$ cat src/rtl/memory_bus_pkg.sv
// Shared types and constants for the memory bus controller: FSM state
// encoding, default I/O window base and the value returned by an aborted read.
package memory_bus_pkg;

    typedef enum logic [1:0] {
        IDLE   = 2'd0,
        RAM_WR = 2'd1,
        RAM_RD = 2'd2,
        IO_ACC = 2'd3
    } membus_state_t;

    localparam logic [15:0] IO_BASE_DEFAULT  = 16'hFF00;
    localparam logic [63:0] READ_ABORT_VALUE = {64{1'b1}};

    // The window starts at base and never crosses into another 256-byte page.
    function automatic logic in_io_window(input logic [15:0] addr, input logic [15:0] base);
        return (addr >= base) && (addr[15:8] == base[15:8]);
    endfunction

endpackage

$ cat src/rtl/memory_bus_controller_timeout.sv
// bus_timeout_counter: counts enabled cycles since the last clear and flags
// (registered) the cycle in which the limit-th enabled cycle is reached.
module bus_timeout_counter
    import memory_bus_pkg::*;
#(
    parameter int unsigned CNT_W = 16
)(
    input  logic             clk,
    input  logic             rst_n,
    input  logic             clear,
    input  logic             enable,
    input  logic [CNT_W-1:0] limit,
    output logic             expired
);

    logic [CNT_W-1:0] cnt_r;
    logic             expired_r;
    logic [CNT_W:0]   cnt_plus2_s;

    // Look-ahead so expired lines up with the count that follows this edge.
    always_comb begin
        cnt_plus2_s = {1'b0, cnt_r} + {{(CNT_W-1){1'b0}}, 2'd2};
    end

    // Counter and registered expiry flag; saturates instead of wrapping.
    always_ff @(posedge clk or negedge rst_n) begin
        if (!rst_n) begin
            cnt_r     <= {CNT_W{1'b0}};
            expired_r <= 1'b0;
        end else if (clear) begin
            cnt_r     <= {CNT_W{1'b0}};
            expired_r <= (limit <= {{(CNT_W-1){1'b0}}, 1'b1});
        end else if (enable) begin
            if (cnt_r != {CNT_W{1'b1}}) begin
                cnt_r <= cnt_r + {{(CNT_W-1){1'b0}}, 1'b1};
            end else begin
                cnt_r <= cnt_r;
            end
            expired_r <= (cnt_plus2_s >= {1'b0, limit});
        end else begin
            cnt_r     <= cnt_r;
            expired_r <= expired_r;
        end
    end

    assign expired = expired_r;

endmodule

$ cat src/rtl/memory_bus_controller.sv
// Memory bus controller: routes CPU accesses to block RAM or the I/O window.
// Optional I/O watchdog is enabled by defining MEMBUS_TIMEOUT_EN.
module memory_bus_controller
    import memory_bus_pkg::*;
#(
    parameter int unsigned DATA_W         = 8,
    parameter int unsigned RAM_LATENCY    = 1,
    parameter logic [15:0] IO_BASE        = IO_BASE_DEFAULT,
    parameter int unsigned TIMEOUT_CYCLES = 255
)(
    input  logic              CLK,
    input  logic              RST_N,
    input  logic [15:0]       ADDRESS_BUS,
    input  logic [DATA_W-1:0] WRITE_DATA,
    input  logic              MEM_READ,
    input  logic              MEM_WRITE,
    output logic [DATA_W-1:0] READ_DATA,
    output logic              READ_VALID,
    output logic              BUSY,
    output logic [15:0]       RAM_ADDR,
    output logic [DATA_W-1:0] RAM_WDATA,
    output logic              RAM_WE,
    input  logic [DATA_W-1:0] RAM_RDATA,
    output logic [7:0]        IO_ADDR,
    output logic [DATA_W-1:0] IO_WDATA,
    output logic              IO_RD,
    output logic              IO_WR,
    input  logic [DATA_W-1:0] IO_RDATA,
    input  logic              IO_READY,
    output logic              BUS_ERROR
);

    localparam logic [2:0] LAT_LAST = 3'(RAM_LATENCY - 1);

    if (RAM_LATENCY < 1 || RAM_LATENCY > 4 || TIMEOUT_CYCLES < 1 || TIMEOUT_CYCLES > 65535) begin : g_param_check
        $error("memory_bus_controller: RAM_LATENCY must be 1..4 and TIMEOUT_CYCLES 1..65535");
    end

    membus_state_t     state_r, next_state_s;
    logic [15:0]       addr_r, addr_nxt_s;
    logic [DATA_W-1:0] wdata_r, wdata_nxt_s;
    logic              is_write_r, is_write_nxt_s;
    logic [2:0]        lat_cnt_r, lat_cnt_nxt_s;
    logic [DATA_W-1:0] read_data_r, read_data_nxt_s;
    logic              read_valid_r, read_valid_nxt_s;
    logic              busy_r, busy_nxt_s;
    logic              ram_we_r, ram_we_nxt_s;
    logic              io_rd_r, io_rd_nxt_s;
    logic              io_wr_r, io_wr_nxt_s;
    logic              bus_error_r, bus_error_nxt_s;

`ifdef MEMBUS_TIMEOUT_EN
    logic tmo_clear_s;
    logic tmo_enable_s;
    logic tmo_expired_s;

    bus_timeout_counter #(
        .CNT_W (16)
    ) u_timeout (
        .clk     (CLK),
        .rst_n   (RST_N),
        .clear   (tmo_clear_s),
        .enable  (tmo_enable_s),
        .limit   (16'(TIMEOUT_CYCLES)),
        .expired (tmo_expired_s)
    );
`endif

    // Next-state and next-output logic; every output is registered below.
    always_comb begin
        next_state_s     = state_r;
        addr_nxt_s       = addr_r;
        wdata_nxt_s      = wdata_r;
        is_write_nxt_s   = is_write_r;
        lat_cnt_nxt_s    = lat_cnt_r;
        read_data_nxt_s  = read_data_r;
        read_valid_nxt_s = 1'b0;
        busy_nxt_s       = busy_r;
        ram_we_nxt_s     = 1'b0;
        io_rd_nxt_s      = 1'b0;
        io_wr_nxt_s      = 1'b0;
        bus_error_nxt_s  = 1'b0;
`ifdef MEMBUS_TIMEOUT_EN
        tmo_clear_s      = 1'b0;
        tmo_enable_s     = 1'b0;
`endif
        case (state_r)
            IDLE: begin
                busy_nxt_s = 1'b0;
                if (MEM_READ || MEM_WRITE) begin
                    addr_nxt_s     = ADDRESS_BUS;
                    wdata_nxt_s    = WRITE_DATA;
                    is_write_nxt_s = MEM_WRITE;
                    lat_cnt_nxt_s  = 3'd0;
                    busy_nxt_s     = 1'b1;
                    if (in_io_window(ADDRESS_BUS, IO_BASE)) begin
                        next_state_s = IO_ACC;
                        io_wr_nxt_s  = MEM_WRITE;
                        io_rd_nxt_s  = ~MEM_WRITE;
`ifdef MEMBUS_TIMEOUT_EN
                        tmo_clear_s  = 1'b1;
`endif
                    end else if (MEM_WRITE) begin
                        next_state_s = RAM_WR;
                        ram_we_nxt_s = 1'b1;
                    end else begin
                        next_state_s = RAM_RD;
                    end
                end else begin
                    next_state_s = IDLE;
                end
            end
            RAM_WR: begin
                next_state_s = IDLE;
                busy_nxt_s   = 1'b0;
            end
            RAM_RD: begin
                if (lat_cnt_r == LAT_LAST) begin
                    next_state_s     = IDLE;
                    busy_nxt_s       = 1'b0;
                    read_data_nxt_s  = RAM_RDATA;
                    read_valid_nxt_s = 1'b1;
                end else begin
                    lat_cnt_nxt_s = lat_cnt_r + 3'd1;
                end
            end
            IO_ACC: begin
`ifdef MEMBUS_TIMEOUT_EN
                tmo_enable_s = 1'b1;
`endif
                // IO_READY wins over a watchdog expiring on the same edge.
                if (IO_READY) begin
                    next_state_s = IDLE;
                    busy_nxt_s   = 1'b0;
                    if (!is_write_r) begin
                        read_data_nxt_s  = IO_RDATA;
                        read_valid_nxt_s = 1'b1;
                    end else begin
                        read_data_nxt_s  = read_data_r;
                    end
`ifdef MEMBUS_TIMEOUT_EN
                end else if (tmo_expired_s) begin
                    next_state_s    = IDLE;
                    busy_nxt_s      = 1'b0;
                    bus_error_nxt_s = 1'b1;
                    if (!is_write_r) begin
                        read_data_nxt_s  = READ_ABORT_VALUE[DATA_W-1:0];
                        read_valid_nxt_s = 1'b1;
                    end else begin
                        read_data_nxt_s  = read_data_r;
                    end
`endif
                end else begin
                    io_rd_nxt_s = ~is_write_r;
                    io_wr_nxt_s = is_write_r;
                end
            end
            default: begin
                next_state_s = IDLE;
                busy_nxt_s   = 1'b0;
            end
        endcase
    end

    // State and output registers; reset drops every strobe immediately.
    always_ff @(posedge CLK or negedge RST_N) begin
        if (!RST_N) begin
            state_r      <= IDLE;
            addr_r       <= 16'h0000;
            wdata_r      <= {DATA_W{1'b0}};
            is_write_r   <= 1'b0;
            lat_cnt_r    <= 3'd0;
            read_data_r  <= {DATA_W{1'b0}};
            read_valid_r <= 1'b0;
            busy_r       <= 1'b0;
            ram_we_r     <= 1'b0;
            io_rd_r      <= 1'b0;
            io_wr_r      <= 1'b0;
            bus_error_r  <= 1'b0;
        end else begin
            state_r      <= next_state_s;
            addr_r       <= addr_nxt_s;
            wdata_r      <= wdata_nxt_s;
            is_write_r   <= is_write_nxt_s;
            lat_cnt_r    <= lat_cnt_nxt_s;
            read_data_r  <= read_data_nxt_s;
            read_valid_r <= read_valid_nxt_s;
            busy_r       <= busy_nxt_s;
            ram_we_r     <= ram_we_nxt_s;
            io_rd_r      <= io_rd_nxt_s;
            io_wr_r      <= io_wr_nxt_s;
            bus_error_r  <= bus_error_nxt_s;
        end
    end

    assign READ_DATA  = read_data_r;
    assign READ_VALID = read_valid_r;
    assign BUSY       = busy_r;
    assign RAM_ADDR   = addr_r;
    assign RAM_WDATA  = wdata_r;
    assign RAM_WE     = ram_we_r;
    assign IO_ADDR    = addr_r[7:0];
    assign IO_WDATA   = wdata_r;
    assign IO_RD      = io_rd_r;
    assign IO_WR      = io_wr_r;
    assign BUS_ERROR  = bus_error_r;

endmodule

$ cat config.mk
export PLATFORM = sky130hd
export DESIGN_NAME = memory_bus_controller
export DESIGN_NICKNAME = d
export VERILOG_FILES = /design/src/rtl/memory_bus_pkg.sv /design/src/rtl/memory_bus_controller_timeout.sv /design/src/rtl/memory_bus_controller.sv
export SDC_FILE = /design/constraint.sdc
export NUM_CORES = 1
export LEC_CHECK = 0
export CAP_MARGIN = 5
export CORE_UTILIZATION = 44
export DETAILED_ROUTE_END_ITERATION = 6
export PLACE_DENSITY = 0.95
export SYNTH_ARGS = -nofsm -noshare
export SYNTH_HDL_FRONTEND = slang
export SYNTH_SLANG_ARGS = --single-unit
$ cat constraint.sdc
create_clock -name CLK -period 3.6 [get_ports CLK]
set_clock_uncertainty 0.05 [all_clocks]
set_input_delay 0.72 -clock CLK [delete_from_list [all_inputs] [get_ports CLK]]
set_output_delay 0.72 -clock CLK [all_outputs]
set_load 0.01 [all_outputs]
==> results of run 1 <==
logic make-up after synthesis:
| logic type | after synthesis | share of synthesized area [%] |
|---|---|---|
| flip-flops | 43 | 51.8 |
| multiplexers | 40 | 21.7 |
| buffers and inverters | 28 | 8.98 |
| AND/OR/NAND/NOR | 22 | 6.45 |
| AO/OA/AOI/OAI | 18 | 7.23 |
| adder cells (fa/ha/maj) | 6 | 3.62 |
| other | 1 | 0.181 |
layer usage:
| layer | routed length, µm | part of all wire [%] | GRT usage, % | vias up |
|---|---|---|---|---|
| met4 | 60 | 1.4 | 6.67 | 0 |
| li1 | - | - | - | 702 |
| met2 | 2290 | 53 | 31.9 | 49 |
| met3 | 262 | 6.0 | 4.56 | 8 |
| met1 | 1730 | 40 | 20.9 | 731 |
| met5 | 0 | 0 | 0 | - |
cell usage after synthesis, drive strengths merged (2+ instances only):
master  number
dfrtp       43
mux2        40
buf         22
ha           6
inv          6
o21ai        5
a22o         4
nand3        4
nand4        4
nand2b       3
nor2         3
a21oi        2
nand2        2
nand3b       2
o311ai       2
cell type report:
cell class                 instances  share of cell area (%)
tap                               52                    2.15
clock buffer                       5                    2.27
inverter                           6                   0.743
clock inverter                     3                   0.660
sequential                        43                    35.5
multi-input combinational         87                    26.8
timing repair buffer              97                    31.9
through the flow:
stage | hold slack (ns) | utilization, % | power, mW | instance area, µm² | instances
2_1_floorplan | 0.374 | - | 1.22 | 2080 | 158
3_3_place_gp | 0.422 | 66.2 | 1.66 | 2940 | 285
3_5_place_dp | 0.435 | 66.2 | 1.69 | 2940 | 285
4_1_cts | 0.450 | 68.2 | 2.00 | 3030 | 293
5_1_grt | 0.463 | 68.2 | 2.08 | 3030 | 293
6_report | 0.443 | 68.2 | 1.97 | 3030 | 293
final timing paths:
| check | from | to | depth (start not counted) |
|---|---|---|---|
| worst max-delay path | MEM_WRITE | IO_WDATA[5]$_DFFE_PN0P_ | 3 |
| worst min-delay path | BUSY$_DFFE_PN0P_ | BUSY$_DFFE_PN0P_ | 1 |
| worst max register to register | state_r[1]$_DFFE_PN0P_ | READ_DATA[5]$_DFFE_PN0P_ | 4 |
| worst min register to register | BUSY$_DFFE_PN0P_ | BUSY$_DFFE_PN0P_ | 1 |
| max in group asynchronous | RST_N | RAM_ADDR[5]$_DFFE_PN0P_ | 1 |
| min in group asynchronous | RST_N | state_r[0]$_DFFE_PN0P_ | 1 |
cell usage in the layout, fill, tap and decap left out, types with 2 or more instances in the layout:
master	Yosys	final
clkdlybuf4s50_1	0	96
dfrtp_1	43	43
mux2_2	39	39
inv_1	6	6
ha_1	6	6
clkbuf_8	0	5
o21ai_0	4	4
nand4_1	4	4
nand3_1	4	4
a22o_1	4	4
nor2_1	3	3
nand3b_1	2	2
nand2_1	2	2
a21oi_1	2	2
nand2b_1	2	2
o311ai_0	2	2
clkinvlp_4	0	2
flip-flops by register name (all words and copies together) (netlist names):
name	count
RAM_WE	1
IO_WR	1
is_write_r	1
READ_VALID	1
state_r	2
IO_RD	1
lat_cnt_r	3
BUSY	1
READ_DATA	8
IO_WDATA	8
RAM_ADDR	16
worst max-delay path, cell delays in order:
cell	delay, ns
clkdlybuf4s50_1	0.55
o21ai_4	0.75
mux2_2	0.42
power groups by stage:
stage	sequential [mW]	combinational (mW)	clock, mW
floorplan	0.820	0.405	0
global placement	0.750	0.908	0
detailed placement	0.761	0.931	0
CTS	0.755	0.935	0.308
global route	0.778	0.971	0.331
finish	0.752	0.921	0.296
==> flow_metrics.env, run 1 <==
export IMPL_power_per_cell_area_nw_per_um2=649
export IMPL_seqPwrFrac_pct=38.2
export IMPL_design_die_area_um2=5000
export IMPL_dieHeight_um=70.7
export IMPL_cts_sinks=43
export IMPL_ys_seq_area_share_pct=51.8
export IMPL_grt_max_degree=44
export IMPL_synth_area_top_cells="dfrtp_1 52%, mux2_2 21%, buf_4 6.9%"
export IMPL_first_pass_iters=6
export IMPL_num_vias=1490
export IMPL_violations="DRC"
export IMPL_dpl_hpwl_um=3260
export IMPL_rrSetupSlack_ns=1.58
export IMPL_netlist_area_leader_share_pct=51.8
export IMPL_syn_area_per_cell_um2=13.1
export IMPL_multiInputGateArea_um2=813
export IMPL_pwr_share_clk_pct=15.0
export IMPL_finalHoldViolCount=0
export IMPL_nFillCells=341
export IMPL_yosysUniqueCellTypes=30
export IMPL_core_area_um2=4440
export IMPL_io_buffers=97
export IMPL_gp_congestion=0.809
export IMPL_initial_core_util_pct=46.7
export IMPL_crit_arrival_ns=2.46
export IMPL_cap_violations=0
export IMPL_clock_path_buffers=2
export IMPL_synthesis_nets=209
export IMPL_gr_usage_all_layers_pct=17.9
export IMPL_p_switching_mw=0.604
export IMPL_grt_pass1_wl_um=6940
export IMPL_combPwrFrac_pct=46.8
export IMPL_leakage_nw=1.23
export IMPL_cp_required_ns=3.73
export IMPL_cts_max_level=2
export IMPL_rsz0062_at_grt="no"
export IMPL_synth_edf_count=0
export IMPL_die_w_um=70.7
export IMPL_seq_area_um2=1080
export IMPL_fmax_mhz=429
export IMPL_peakVddDrop_v=0.000403
export IMPL_synth_warnings=0
export IMPL_fin_ws_ns=1.27
export IMPL_yosys_area_top_type="dfrtp_1"
export IMPL_drt_wl_total_um=4350
export IMPL_cts_root_buf="clkbuf_8"
export IMPL_layout_drive_gt1_share_pct=21.6
export IMPL_cts_buffers=5
export IMPL_syn_to_final_growth_pct=46.1
export IMPL_synth_flop_cell="dfrtp_1"
export IMPL_cell_internal_pwr_mw=1.36
export IMPL_ctsHoldBuffers=0
export IMPL_cts_resized=0
export IMPL_drc=8
export IMPL_antenna_found_initial=0
export IMPL_period_share_pct=64.7
export IMPL_drtAntennaViolNets=0
export IMPL_ys_ff_latch=43
export IMPL_pre_cts_slack_ns=0.953
export IMPL_slew_violations=0
export IMPL_rows=24
export IMPL_n_antenna_cell=0
export IMPL_crit_fanout=28
export IMPL_finalNetCount=291
export IMPL_cts_setup_buffers=0
export IMPL_cts_tree="built"
export IMPL_min_path_type="register to register"
export IMPL_wire_per_inst_um=14.8
export IMPL_boundaryPins=99
export IMPL_syn_inst=158
export IMPL_start_kind="primary input"
export IMPL_grt_overflow_total=0
export IMPL_slew_headroom_pct=38.3
export IMPL_sw_frac_of_total_pct=30.7
export IMPL_cp_end_kind="register"
export IMPL_setup_tns_ns=0
export IMPL_fin_crit_ns=2.33
export IMPL_crit_type="primary input to register"
export IMPL_setup_violations=0
export IMPL_path_clk_slew_ns=0.08
export IMPL_netlist_area_um2=2080
export IMPL_viasPerCell=5.09
export IMPL_grt_pass1_vias=1502
export IMPL_tightest_slew_ns=0.926
export IMPL_drtIter0Drc=65
export IMPL_async_reset_ff_share_pct=100
export IMPL_status="complete, but fails checks"
export IMPL_worst_skew_pair_late_latency_ns=0.30
(Power assumes the default switching activity.)
==> run 2: changes to the inputs <==
--- a/config.mk
+++ b/config.mk
@@ -6,9 +6,9 @@
 export NUM_CORES = 1
 export LEC_CHECK = 0
 export CAP_MARGIN = 5
-export CORE_UTILIZATION = 44
+export CORE_UTILIZATION = 37
 export DETAILED_ROUTE_END_ITERATION = 6
-export PLACE_DENSITY = 0.95
+export PLACE_DENSITY = 0.88
 export SYNTH_ARGS = -nofsm -noshare
 export SYNTH_HDL_FRONTEND = slang
 export SYNTH_SLANG_ARGS = --single-unit
==> constraint.sdc (replaced) <==
create_clock -name CLK -period 2.05 [get_ports CLK]
set_clock_uncertainty 0.05 [all_clocks]
set_input_delay 0.41 -clock CLK [delete_from_list [all_inputs] [get_ports CLK]]
set_output_delay 0.41 -clock CLK [all_outputs]
set_load 0.01 [all_outputs]
==> flow_metrics.env, run 2 (same netlist as run 1, synthesis figures left out) <==
export IMPL_seqPwrFrac_pct=35.9
export IMPL_cts_max_level=2
export IMPL_cts_resized=0
export IMPL_combPwrFrac_pct=45.5
export IMPL_worst_skew_pair_late_latency_ns=0.29
export IMPL_syn_to_final_growth_pct=51.8
export IMPL_viasPerCell=4.76
export IMPL_setup_tns_ns=0
export IMPL_power_per_cell_area_nw_per_um2=1160
export IMPL_first_pass_iters=4
export IMPL_wire_per_inst_um=14.0
export IMPL_cts_buffers=5
export IMPL_rsz0062_at_grt="no"
export IMPL_design_die_area_um2=5910
export IMPL_finalHoldViolCount=0
export IMPL_min_path_type="register to register"
export IMPL_wl_met3_um=206
export IMPL_min_to="BUSY$_DFFE_PN0P_"
export IMPL_num_vias=1513
export IMPL_top_layer="met4"
export IMPL_drt_wl_total_um=4440
export IMPL_boundaryPins=99
export IMPL_multiInputGateArea_um2=813
export IMPL_grt_overflow_total=0
export IMPL_grt_max_degree=24
export IMPL_antenna_found_initial=0
export IMPL_core_area_um2=5270
export IMPL_cell_internal_pwr_mw=2.59
export IMPL_slew_violations=0
export IMPL_period_share_pct=85.2
export IMPL_final_common_cell="clkdlybuf4s50_1"
export IMPL_nFillCells=454
export IMPL_cts_sinks=43
export IMPL_path_clk_slew_ns=0.08
export IMPL_crit_fanout=6
export IMPL_setup_violations=0
export IMPL_fin_crit_ns=1.75
export IMPL_peakVddDrop_v=0.000513
export IMPL_place_area_um2=3020
export IMPL_r2r_start="state_r[0]$_DFFE_PN0P_"
export IMPL_layout_drive_gt1_share_pct=23.4
export IMPL_cts_setup_buffers=0
export IMPL_dpl_hpwl_um=3470
export IMPL_io_buffers=97
export IMPL_min_path_cells=1
export IMPL_ctsHoldBuffers=1
export IMPL_cts_tree="built"
export IMPL_status="finished, final reports clean"
export IMPL_worstHoldStart="BUSY$_DFFE_PN0P_"
export IMPL_crit_arrival_ns=1.84
export IMPL_wl_met1_um=1770
export IMPL_clock_path_buffers=2
export IMPL_design_area_um2=3150
export IMPL_drtIter0Drc=56
export IMPL_rrSetupSlack_ns=0.30
export IMPL_drtAntennaViolNets=0
export IMPL_grt_pass1_wl_um=7280
export IMPL_dieHeight_um=76.9
export IMPL_fmax_mhz=573
export IMPL_seq_area_um2=1080
export IMPL_start_kind="register"
export IMPL_sw_frac_of_total_pct=29.0
export IMPL_cp_required_ns=2.15
export IMPL_gp_congestion=0.755
export IMPL_finalNetCount=298
export IMPL_leakage_nw=1.29
export IMPL_pwr_share_clk_pct=18.6
export IMPL_drc=0
export IMPL_layout_common_cells="96 x clkdlybuf4s50_1, 43 x dfrtp_1, 39 x mux2_2"
export IMPL_cts_root_buf="clkbuf_8"
export IMPL_wl_met2_um=2430
export IMPL_p_switching_mw=1.06
export IMPL_final_core_util_pct=59.8
export IMPL_rows=26
export IMPL_rr_worst_depth=5
export IMPL_grt_pass1_vias=1594
export IMPL_cp_end_kind="register"
export IMPL_largest_reg_flops=16
export IMPL_die_w_um=76.9
export IMPL_initial_core_util_pct=39.4
export IMPL_r2r_end="lat_cnt_r[1]$_DFFE_PN0P_"
export IMPL_n_antenna_cell=0
export IMPL_gr_usage_all_layers_pct=15.5
export IMPL_cap_violations=0
export IMPL_crit_type="register to register"
[run 2: cell type report]
| type | instances | share of cell area (%) |
|---|---|---|
| clock buffers | 6 | 2.62 |
| clock inverters | 2 | 1.11 |
| inverters | 6 | 0.715 |
| multi-input cells | 87 | 25.8 |
| flip-flops and latches | 43 | 34.2 |
| well taps | 70 | 2.78 |
| repair buffers | 104 | 32.8 |
[run 2: worst max-delay path: stages (launching register included)]
cell and delay (ns):
dfrtp_1 0.40, inv_1 0.11, ha_1 0.30, or3b_2 0.51, nand4_1 0.10, o311ai_0 0.14
[run 2: how the worst max path moves through the flow]
| stage | startpoint | end | slack [ns] |
|---|---|---|---|
| final | state_r[0]$_DFFE_PN0P_ | lat_cnt_r[1]$_DFFE_PN0P_ | 0.30 |
| after global routing | state_r[0]$_DFFE_PN0P_ | lat_cnt_r[2]$_DFFE_PN0P_ | 0.19 |
| after CTS | state_r[0]$_DFFE_PN0P_ | lat_cnt_r[0]$_DFFE_PN0P_ | 0.29 |
| after detailed placement | MEM_WRITE | lat_cnt_r[0]$_DFFE_PN0P_ | 0.1 |
| after global placement | IO_READY | READ_DATA[3]$_DFFE_PN0P_ | 0.12 |
| after floorplan | lat_cnt_r[0]$_DFFE_PN0P_ | READ_DATA[0]$_DFFE_PN0P_ | 0.41 |
[run 2: power by group through the flow]
stage / clock network [mW] / registers (mW) / logic [mW]
2_1_floorplan: 0 / 1.44 / 0.711
3_3_place_gp: 0 / 1.31 / 1.65
3_5_place_dp: 0 / 1.33 / 1.68
4_1_cts: 0.695 / 1.32 / 1.68
5_1_grt: 0.740 / 1.36 / 1.75
6_report: 0.679 / 1.31 / 1.66
[run 2: metrics by stage]
stage / power (mW) / std cells / hold WS, ns / setup slack, ns
after floorplan: 2.15 / 158 / 0.0644 / 0.409
after global placement: 2.96 / 309 / 0.269 / 0.122
after detailed placement: 3.01 / 309 / 0.273 / 0.0952
after CTS: 3.69 / 318 / 0.437 / 0.293
after global routing: 3.85 / 318 / 0.451 / 0.187
final: 3.65 / 318 / 0.432 / 0.304
[run 2: metal layers]
metal / vias to the layer above / GRT usage [%]
li1: 718 / -
met1: 745 / 17.1
met2: 48 / 28.7
met3: 2 / 3.33
met4: 0 / 6.15
met5: - / 0
==> run 3: changes to the inputs <==
--- a/config.mk
+++ b/config.mk
@@ -5,10 +5,12 @@
 export SDC_FILE = /design/constraint.sdc
 export NUM_CORES = 1
 export LEC_CHECK = 0
+export ABC_AREA = 1
+export ABC_CLOCK_PERIOD_IN_PS = 2050
 export CAP_MARGIN = 5
 export CORE_UTILIZATION = 37
 export DETAILED_ROUTE_END_ITERATION = 6
-export PLACE_DENSITY = 0.88
+export PLACE_DENSITY = 0.87
 export SYNTH_ARGS = -nofsm -noshare
 export SYNTH_HDL_FRONTEND = slang
 export SYNTH_SLANG_ARGS = --single-unit
==> flow_metrics.env, run 3 <==
export IMPL_grt_pass1_wl_um=8360
export IMPL_max_stage_delay_ns=0.54
export IMPL_synth_warnings=0
export IMPL_crit_arrival_ns=1.86
export IMPL_period_share_pct=84.4
export IMPL_layout_common_cells="142 x nand2_1, 96 x clkdlybuf4s50_1, 43 x dfrtp_1, 13 x inv_1"
export IMPL_drt_wl_total_um=5090
export IMPL_seq_area_um2=1080
export IMPL_leakage_nw=1.58
export IMPL_rr_worst_depth=6
export IMPL_min_path_type="primary input to asynchronous set/reset pin"
export IMPL_setup_violations=0
export IMPL_synthSimpleGateAreaFrac_pct=34.0
export IMPL_yosys_area_top_type="dfrtp_1"
export IMPL_ys_ff_latch=43
export IMPL_crit_path_frequent_cell="nand2_1"
export IMPL_synth_common_cells="142 x nand2_1, 43 x dfrtp_1, 18 x buf_4"
export IMPL_synth_most_common_cell="nand2_1"
export IMPL_cts_root_buf="clkbuf_8"
export IMPL_synthesis_nets=319
export IMPL_fin_crit_ns=1.73
export IMPL_syn_inst=268
export IMPL_design_die_area_um2=6200
export IMPL_first_pass_iters=4
export IMPL_cts_sinks=43
export IMPL_fmax_mhz=578
export IMPL_grt_overflow_total=0
export IMPL_drtIter0Drc=144
export IMPL_synthMuxAreaShare_pct=0
export IMPL_cts_resized=0
export IMPL_finalNetCount=402
export IMPL_clock_path_buffers=2
export IMPL_wire_per_inst_um=12.0
export IMPL_synth_area_top_cells="dfrtp_1 49%, nand2_1 24%, buf_4 6.2%"
export IMPL_cp_required_ns=2.18
export IMPL_largest_reg_flops=16
export IMPL_finalHoldViolCount=0
export IMPL_p_total_mw=2.79
export IMPL_tightest_slew_ns=0.573
export IMPL_place_area_um2=3070
export IMPL_layout_drive_gt1_share_pct=7.41
export IMPL_cell_internal_pwr_mw=1.91
export IMPL_crit_type="register to register"
export IMPL_sw_frac_of_total_pct=31.4
export IMPL_grt_pass1_vias=1852
export IMPL_crit_fanout=13
export IMPL_rsz0062_at_grt="no"
export IMPL_design_area_um2=3160
export IMPL_worst_skew_pair_late_latency_ns=0.29
export IMPL_viasPerCell=4.49
export IMPL_netlist_area_leader_share_pct=49.4
export IMPL_power_per_cell_area_nw_per_um2=883
export IMPL_num_vias=1898
export IMPL_io_buffers=97
export IMPL_path_clk_slew_ns=0.07
export IMPL_combPwrFrac_pct=39.3
export IMPL_synth_fa_ha_area_share_pct=3.44
export IMPL_pwr_share_clk_pct=18.9
export IMPL_setup_tns_ns=0
export IMPL_crit_path_cell_trace="ha_1, nor2_2, nor2_8, nand3_4, nand2_1, nand2_1"
export IMPL_syn_area_per_cell_um2=8.13
export IMPL_cts_setup_buffers=0
export IMPL_syn_to_final_growth_pct=44.9
export IMPL_slew_violations=0
export IMPL_slew_headroom_pct=61.8
export IMPL_async_reset_ff_share_pct=100
export IMPL_yosysUniqueCellTypes=22
export IMPL_initial_core_util_pct=38.9
export IMPL_ctsHoldBuffers=0
export IMPL_cap_violations=0
export IMPL_cts_tree="built"
export IMPL_synthXorXnorAreaFrac_pct=0
export IMPL_seqPwrFrac_pct=41.7
export IMPL_ys_seq_area_share_pct=49.4
export IMPL_boundaryPins=99
export IMPL_dieHeight_um=78.8
export IMPL_cp_end_kind="register"
export IMPL_synth_edf_count=0
export IMPL_gp_congestion=0.778
export IMPL_multiInputGateArea_um2=852
export IMPL_drc=0
export IMPL_n_antenna_cell=0
export IMPL_dpl_hpwl_um=3860
export IMPL_nFillCells=535
export IMPL_final_common_cell="nand2_1"
export IMPL_start_kind="register"
export IMPL_cts_max_level=2
export IMPL_netlist_area_um2=2180
export IMPL_rows=27
export IMPL_grt_max_degree=44
export IMPL_peakVddDrop_v=0.000468
export IMPL_synth_compound_area_share_pct=1.49
export IMPL_drtAntennaViolNets=0
export IMPL_p_switching_mw=0.875
export IMPL_cts_buffers=5
export IMPL_core_area_um2=5610
export IMPL_critPathSlowestCell="ha_1"
export IMPL_antenna_found_initial=0
export IMPL_gr_usage_all_layers_pct=17.3
export IMPL_status="finished, final reports clean"
export IMPL_die_w_um=78.8
export IMPL_synth_top_family_by_area="simple AND/OR/NAND/NOR gates"
export IMPL_synth_flop_cell="dfrtp_1"
==> run 3: cell types whose count changed after synthesis, sizes merged, moves of 3 or more <==
| cell | previous run | this run |
|---|---|---|
| nand2 | 2 | 148 |
| mux2 | 40 | 0 |
| inv | 6 | 18 |
| nand3 | 4 | 9 |
| a22o | 4 | 0 |
| nand4 | 4 | 8 |
| nor2 | 3 | 7 |
| o21ai | 5 | 1 |
| nand2b | 3 | 0 |
==> run 3: power by group through the flow <==
stage | registers, mW | logic, mW | clock network, mW
after floorplan | 1.25 | 0.454 | 0
after global placement | 1.17 | 1.08 | 0
after detailed placement | 1.18 | 1.11 | 0
after CTS | 1.16 | 1.11 | 0.548
after global routing | 1.19 | 1.19 | 0.580
final | 1.16 | 1.10 | 0.528
==> run 3: metrics by stage <==
| stage | cells | hold slack [ns] | worst slack [ns] | utilization, % |
|---|---|---|---|---|
| 2_1_floorplan | 268 | 0.0644 | 0.706 | - |
| 3_3_place_gp | 416 | 0.412 | 0.374 | 54.8 |
| 3_5_place_dp | 416 | 0.415 | 0.348 | 54.8 |
| 4_1_cts | 423 | 0.148 | 0.316 | 56.3 |
| 5_1_grt | 423 | 0.187 | 0.178 | 56.3 |
| 6_report | 423 | 0.129 | 0.320 | 56.3 |
==> run 3: final timing paths <==
path                                          start                        to  slack [ns]
min in group CLK           RAM_ADDR[12]$_DFFE_PN0P_  RAM_ADDR[12]$_DFFE_PN0P_        0.43
min                                           RST_N   IO_WDATA[1]$_DFFE_PN0P_        0.13
min reg2reg                RAM_ADDR[12]$_DFFE_PN0P_  RAM_ADDR[12]$_DFFE_PN0P_        0.43
max in group asynchronous                     RST_N           IO_WR$_DFF_PN0_        1.45
max reg2reg                  state_r[1]$_DFFE_PN0P_  READ_DATA[2]$_DFFE_PN0P_        0.32
max                          state_r[1]$_DFFE_PN0P_  READ_DATA[2]$_DFFE_PN0P_        0.32
==> run 3: worst max-delay path, delay by kind of cell (launching register included) <==
family / cells / cell delay (ns)
simple gates: 5 / 0.62
fa+ha+maj: 1 / 0.54
flops: 1 / 0.40
==> run 3: cell type report <==
type | count | share of cell area, %
multi-input combinational | 184 | 27.0
timing repair buffer | 99 | 31.0
clock buffer | 6 | 2.61
clock inverter | 1 | 0.158
sequential | 43 | 34.1
tap | 72 | 2.85
inverter | 18 | 2.30
==> run 3: cell families after synthesis <==
family	Yosys count
AND/OR/NAND/NOR	172
flip-flops	43
buffers and inverters	41
adder cells (fa/ha/maj)	6
AO/OA/AOI/OAI	5
other	1
==> run 3: layer usage <==
metal	vias up	routed length (µm)	global-route usage [%]
li1	969	-	-
met1	879	2220	20.7
met2	44	2600	30.3
met3	6	198	3.68
met4	0	75	6.30
met5	-	0	0
